## src/rtl/seg7_pkg.sv

```systemverilog
// seg7_pkg: shared types and constants for the seven-segment multiplexer.
// Segment vectors are active low, ordered {CA,CB,CC,CD,CE,CF,CG} (CA = MSB).
package seg7_pkg;

    typedef enum logic {
        S_BLANK = 1'b0,
        S_ON    = 1'b1
    } state_t;

    localparam logic [6:0] SEG_BLANK = 7'h7F;

    localparam logic [6:0] HEX_TO_SEG [16] = '{
        7'b0000001, // 0
        7'b1001111, // 1
        7'b0010010, // 2
        7'b0000110, // 3
        7'b1001100, // 4
        7'b0100100, // 5
        7'b0100000, // 6
        7'b0001111, // 7
        7'b0000000, // 8
        7'b0000100, // 9
        7'b0001000, // A
        7'b1100000, // b
        7'b0110001, // C
        7'b1000010, // d
        7'b0110000, // E
        7'b0111000  // F
    };

endpackage

```

## src/rtl/seg7_hex_decode.sv

```systemverilog
// seg7_hex_decode: combinational hex nibble to active-low segment pattern.
module seg7_hex_decode
    import seg7_pkg::*;
(
    input  logic [3:0] hex_i,
    output logic [6:0] seg_o
);

    // Table lookup of the segment pattern for one nibble
    always_comb begin
        seg_o = HEX_TO_SEG[hex_i];
    end

endmodule

```

## src/rtl/seg7_mux_ctrl.sv

```systemverilog
// seg7_mux_ctrl: time-multiplexed driver for NUM_DIGITS common-anode digits
// with per-digit enable, PWM brightness, anti-ghosting blank interval and
// frame-synchronous shadow latching of all display inputs.
// Optional build macro SEG7_LAMP_TEST_EN adds i_lamp_test (all segments on).
module seg7_mux_ctrl
    import seg7_pkg::*;
#(
    parameter int unsigned NUM_DIGITS   = 8,
    parameter int unsigned CLK_FREQ_HZ  = 12_500_000,
    parameter int unsigned REFRESH_HZ   = 1000,
    parameter int unsigned BLANK_CYCLES = 16,
    parameter int unsigned PWM_BITS     = 4
)
(
    input  logic                    clk,
    input  logic                    rst,
`ifdef SEG7_LAMP_TEST_EN
    input  logic                    i_lamp_test,
`endif
    input  logic [4*NUM_DIGITS-1:0] i_digits,
    input  logic [NUM_DIGITS-1:0]   i_dp,
    input  logic [NUM_DIGITS-1:0]   i_digit_en,
    input  logic [PWM_BITS-1:0]     i_brightness,
    output logic [NUM_DIGITS-1:0]   o_an,
    output logic [6:0]              o_seg,
    output logic                    o_dp,
    output logic                    o_frame_start
);

    localparam int unsigned SLOT = CLK_FREQ_HZ / (REFRESH_HZ * NUM_DIGITS);
    localparam int unsigned CW   = (SLOT > 1) ? $clog2(SLOT) : 1;
    localparam int unsigned IW   = (NUM_DIGITS > 1) ? $clog2(NUM_DIGITS) : 1;

    localparam logic [CW-1:0] SLOT_LAST = CW'(SLOT - 1);
    localparam logic [CW-1:0] BLANK_END = CW'(BLANK_CYCLES);
    localparam logic [IW-1:0] IDX_LAST  = IW'(NUM_DIGITS - 1);

    if (SLOT < BLANK_CYCLES + 2) begin : g_slot_check
        $error("seg7_mux_ctrl: slot of %0d cycles too short for %0d blank cycles", SLOT, BLANK_CYCLES);
    end
    if (NUM_DIGITS < 1 || NUM_DIGITS > 16) begin : g_digit_check
        $error("seg7_mux_ctrl: NUM_DIGITS must be 1..16");
    end

    // start_q marks the cycle after reset; the next edge opens frame 0.
    logic                    start_q;
    state_t                  state_q, state_d;
    logic [IW-1:0]           idx_q, idx_d;
    logic [CW-1:0]           cnt_q, cnt_d;
    logic [PWM_BITS-1:0]     pwm_q, pwm_d;
    logic [4*NUM_DIGITS-1:0] sh_digits_q, sh_digits_d;
    logic [NUM_DIGITS-1:0]   sh_dp_q, sh_dp_d;
    logic [NUM_DIGITS-1:0]   sh_en_q, sh_en_d;
    logic [PWM_BITS-1:0]     sh_bright_q, sh_bright_d;
    logic [NUM_DIGITS-1:0]   an_q, an_d;
    logic [6:0]              seg_q, seg_d;
    logic                    dp_q, dp_d;
    logic                    fs_q;
    logic                    frame_entry;
    logic [3:0]              nib;
    logic [6:0]              seg_dec;

    seg7_hex_decode u_dec (
        .hex_i (nib),
        .seg_o (seg_dec)
    );

    // Next-state: slot counter, digit index, phase, PWM, shadows and outputs.
    // Outputs are derived from the next-state values so they move on the
    // same edge as the FSM with no extra pipeline stage.
    always_comb begin
        frame_entry = 1'b0;
        idx_d       = idx_q;
        cnt_d       = cnt_q + 1'b1;
        if (start_q) begin
            frame_entry = 1'b1;
            idx_d       = '0;
            cnt_d       = '0;
        end else if (cnt_q == SLOT_LAST) begin
            cnt_d = '0;
            if (idx_q == IDX_LAST) begin
                idx_d       = '0;
                frame_entry = 1'b1;
            end else begin
                idx_d = idx_q + 1'b1;
            end
        end

        state_d = state_q;
        pwm_d   = pwm_q;
        if (cnt_d == BLANK_END) begin
            state_d = S_ON;
            pwm_d   = '0;
        end else if (cnt_d == '0) begin
            state_d = S_BLANK;
        end else if (state_q == S_ON) begin
            pwm_d = pwm_q + 1'b1;
        end

        sh_digits_d = frame_entry ? i_digits     : sh_digits_q;
        sh_dp_d     = frame_entry ? i_dp         : sh_dp_q;
        sh_en_d     = frame_entry ? i_digit_en   : sh_en_q;
        sh_bright_d = frame_entry ? i_brightness : sh_bright_q;

        nib   = sh_digits_d[{idx_d, 2'b00} +: 4];
        seg_d = seg_dec;
        dp_d  = ~sh_dp_d[idx_d];
`ifdef SEG7_LAMP_TEST_EN
        if (i_lamp_test && sh_en_d[idx_d]) begin
            seg_d = '0;
            dp_d  = 1'b0;
        end
`endif
        an_d = '1;
        if (state_d == S_ON && sh_en_d[idx_d] && pwm_d <= sh_bright_d) begin
            an_d[idx_d] = 1'b0;
        end
    end

    // State, shadow and output registers with synchronous reset
    always_ff @(posedge clk) begin
        if (rst) begin
            start_q     <= 1'b1;
            state_q     <= S_BLANK;
            idx_q       <= '0;
            cnt_q       <= '0;
            pwm_q       <= '0;
            sh_digits_q <= '0;
            sh_dp_q     <= '0;
            sh_en_q     <= '0;
            sh_bright_q <= '0;
            an_q        <= '1;
            seg_q       <= SEG_BLANK;
            dp_q        <= 1'b1;
            fs_q        <= 1'b0;
        end else begin
            start_q     <= 1'b0;
            state_q     <= state_d;
            idx_q       <= idx_d;
            cnt_q       <= cnt_d;
            pwm_q       <= pwm_d;
            sh_digits_q <= sh_digits_d;
            sh_dp_q     <= sh_dp_d;
            sh_en_q     <= sh_en_d;
            sh_bright_q <= sh_bright_d;
            an_q        <= an_d;
            seg_q       <= seg_d;
            dp_q        <= dp_d;
            fs_q        <= frame_entry;
        end
    end

    assign o_an          = an_q;
    assign o_seg         = seg_q;
    assign o_dp          = dp_q;
    assign o_frame_start = fs_q;

endmodule

```

## config.mk

```make
export PLATFORM = sky130hd
export DESIGN_NAME = seg7_mux_ctrl
export DESIGN_NICKNAME = d
export VERILOG_FILES = /design/src/rtl/seg7_pkg.sv /design/src/rtl/seg7_hex_decode.sv /design/src/rtl/seg7_mux_ctrl.sv
export SDC_FILE = /design/constraint.sdc
export NUM_CORES = 1
export LEC_CHECK = 0
export BUFFER_PORTS_ARGS = -buffer_cell sky130_fd_sc_hd__buf_2
export CAP_MARGIN = 40
export CORE_MARGIN = 2
export CORE_UTILIZATION = 40
export CTS_CLUSTER_DIAMETER = 150
export CTS_CLUSTER_SIZE = 20
export DETAILED_ROUTE_END_ITERATION = 10
export SLEW_MARGIN = 20
export SYNTH_ARGS = -nofsm -noshare
export SYNTH_HDL_FRONTEND = slang
export SYNTH_SLANG_ARGS = --single-unit
```

## constraint.sdc

```tcl
create_clock -name clk -period 10.6 [get_ports clk]
set_input_delay 1.06 -clock clk [delete_from_list [all_inputs] [get_ports clk]]
set_output_delay 1.06 -clock clk [all_outputs]
set_load 0.05 [all_outputs]
```

==> flow_summary.toml <==
[run_status]
status = "finished, final reports clean"

[cells_and_area]
layout_common_cells = "nand2_1, dfxtp_1, buf_2"
antenna_cells = 0
num-fill-cells = 1077
num-nets-final = 679
synthToLayoutAreaGrowth_pct = 16.8
multi_input_area_um2 = 2540
seqCellArea_um2 = 1780
drive_gt1_share_pct = 16.6
final_common_cell = "nand2_1"

[floorplan]
die_w_um = 110
die_y_um = 110
die-area_um2 = 12200
initial_utilization_pct = 41.3
design.core.area_um2 = 10900
pin_count = 71
rows = 38

[grt]
overflow = 0
grt_max_degree = 74
antenna_found_initial = 0
grt_use_total_pct = 20.1
grt_pass1_vias = 3822
grt_first_pass_wirelength_mm = 18.8

[setup_path]
critPathArrivalTime_ns = 4.67
reg2reg_depth = 14
path_cells = "ha_1 -> ha_1 -> a41oi_4 -> buf_4 -> mux2i_1 -> ha_1 -> nor2b_1 -> o21ai_0 -> nand2b_1 -> a21oi_1 -> a41oi_1 -> a21o_1 -> nor4_1 -> nand2_1"
path_max_fanout = 43
worstSetupEndpointType = "flop"
crit_buf_inv = 1
cp.depth = 14
criticalPathCategory = "flop to flop"
crit_required_ns = 10.82
max_stage_delay_ns = 0.57
crit_family = "compound AO/OA/AOI/OAI gates"
critPathLaunchType = "flop"
path_common_cell = "ha_1"
slowest_stage = "buf_4"

[sta]
slew_violations = 0
slew_headroom_pct = 46.8
timing.final.ws_setup_ns = 6.14
period_share_pct = 42.1
holdWs_ns = 0.450
rsz0062_at_grt = "false"
fin_skew_ns = 0.0100
fin_tns_setup_ns = 0
fmax_ghz = 0.224
final.min_clock_period_ns = 4.46
setup_viol_count_final = 0
worstMarginPinSlew_ns = 0.799
final-hold-violation-count = 0

[routing]
routed_via_density = 5.37
remaining_drc_errors = 0
ant_nets = 0
via_count = 4055
drt-pass1-iter-count = 4
drtIter0Drc = 311
drt-total-wl_mm = 11.5
wl_per_cell_um = 15.3

[clock_tree]
cts_buffers = 9
ctsHoldBuffers = 0
cts_tree = "done"
clkLatencyLatePin_ns = 0.35
clkTransAtPathRegs_ns = 0.06
htree_levels = 3
postCtsSetupBuffers = 0
cts_sinks = 89
cts_resized = 0
clockBufferDepth = 2
root_buffer = "clkbuf_16"

[synth]
syn-cell-area_um2 = 4520
synth_ff_type = "dfxtp_1"
synth_edf_count = 0
yosys_warnings = 0
synth.distinct_cells = 67
avgSynthCellArea_um2 = 8.07
synthCells = 560
async_flop_share_pct = 0
yosysSeqAreaShare_pct = 39.4
syn-num-nets = 629
ys_ff_latch = 89

[pwr]
peakVddDrop_mv = 0.105
leakagePower_nw = 2.13
power.density_nw_per_um2 = 148

[place]
io_buffers = 70
post-dp-hpwl_mm = 8.14
pre_cts_slack_ns = 6.11
place.gp.congestion = 0.898

[job]
drv_cap = 0

[min_path]
hold_class = "flop to flop"
worstHoldPathCells = 2
where the power goes:
group | switching (W) | internal [W]
sequential | 0.00000744 | 0.000350
clock | 0.000131 | 0.000206
combinational | 0.0000551 | 0.0000323
total | 0.000194 | 0.000588
logic make-up (layout without fill, tap and decap cells):
kind of cell,after synthesis,in the layout,share of synthesized area (%)
XOR/XNOR,15,15,2.91
flip-flops,89,89,39.4
adder cells (fa/ha/maj),15,15,4.16
AO/OA/AOI/OAI,114,114,16.6
multiplexers,29,29,6.68
AND/OR/NAND/NOR,248,248,25.5
buffers and inverters,50,105,4.71
sequential cells by signal, indices dropped and copies added, names as in the netlist:
register and count:
sh_digits_q 32, cnt_q 11, o_an 8, sh_dp_q 8, sh_en_q 8, o_seg 7, pwm_q 4, sh_bright_q 4
idx_q 3, o_dp 1, o_frame_start 1, start_q 1, state_q 1
Yosys cell counts (all sizes together) (3+ instances only):
library cell    n  share of area (%)
nand2b          5               0.69
a2111oi         3               0.58
nor2b           4               0.55
o21ai           9                1.0
nor2           46                3.8
inv            13                1.1
buf            15                1.8
a221o           5                1.1
nand4           6               0.83
and2            4               0.55
a31oi           8                1.1
nor3b           6                1.0
a21oi          55                6.1
clkbuf         22                1.8
o2111a          3               0.75
mux2            3               0.83
nand2         124                 10
nor4            8                1.2
and4            3               0.58
xnor2           8                1.6
mux2i          26                5.8
xor2            7                1.4
and3            4               0.55
o211ai          3               0.50
dfxtp          89                 39
nor3           14                1.7
ha             15                4.2
nand3          13                1.6
routing by layer:
| layer | global-route usage (%) | part of all wire, % | wire, um | vias to the layer above |
|---|---|---|---|---|
| li1 | - | - | - | 2060 |
| met1 | 26.3 | 47 | 5450 | 1904 |
| met2 | 32.1 | 47 | 5370 | 76 |
| met3 | 5.76 | 4.9 | 568 | 15 |
| met4 | 5.89 | 1.1 | 129 | 0 |
| met5 | 0 | 0 | 0 | - |
final timing paths:
kind                   start              end  slack [ns]
min reg2reg  sh_digits_q[19]  sh_digits_q[19]        0.45
min          sh_digits_q[19]  sh_digits_q[19]        0.45
max                 idx_q[0]          o_an[5]        6.14
max reg2reg         idx_q[0]          o_an[5]        6.14
worst register-to-register path, stage by stage (launching register included):
cell      delay [ns]
dfxtp_1         0.46
ha_1            0.29
ha_1            0.31
a41oi_4         0.55
buf_4           0.57
mux2i_1         0.32
ha_1            0.28
nor2b_1         0.13
o21ai_0         0.18
nand2b_1        0.09
a21oi_1         0.15
a41oi_1         0.10
a21o_1          0.22
nor4_1          0.55
nand2_1         0.11
stage by stage:
stage,instance area [um2],total power [W],std cells,utilization [%]
after floorplan,4520,0.000423,560,-
after global placement,4930,0.000449,737,45.1
after detailed placement,4960,0.000452,738,45.3
after CTS,5270,0.000790,754,48.2
after global routing,5280,0.000814,755,48.2
final,5280,0.000782,755,48.2
area by class of cell:
type / count / share of cell area, %
clock inverters: 5 / 1.52
inverters: 13 / 0.925
clock buffers: 11 / 4.41
repair buffers: 76 / 7.87
flip-flops and latches: 89 / 33.8
well taps: 140 / 3.32
multi-input cells: 421 / 48.2
No activity file was read; power rests on OpenSTA's default activity.
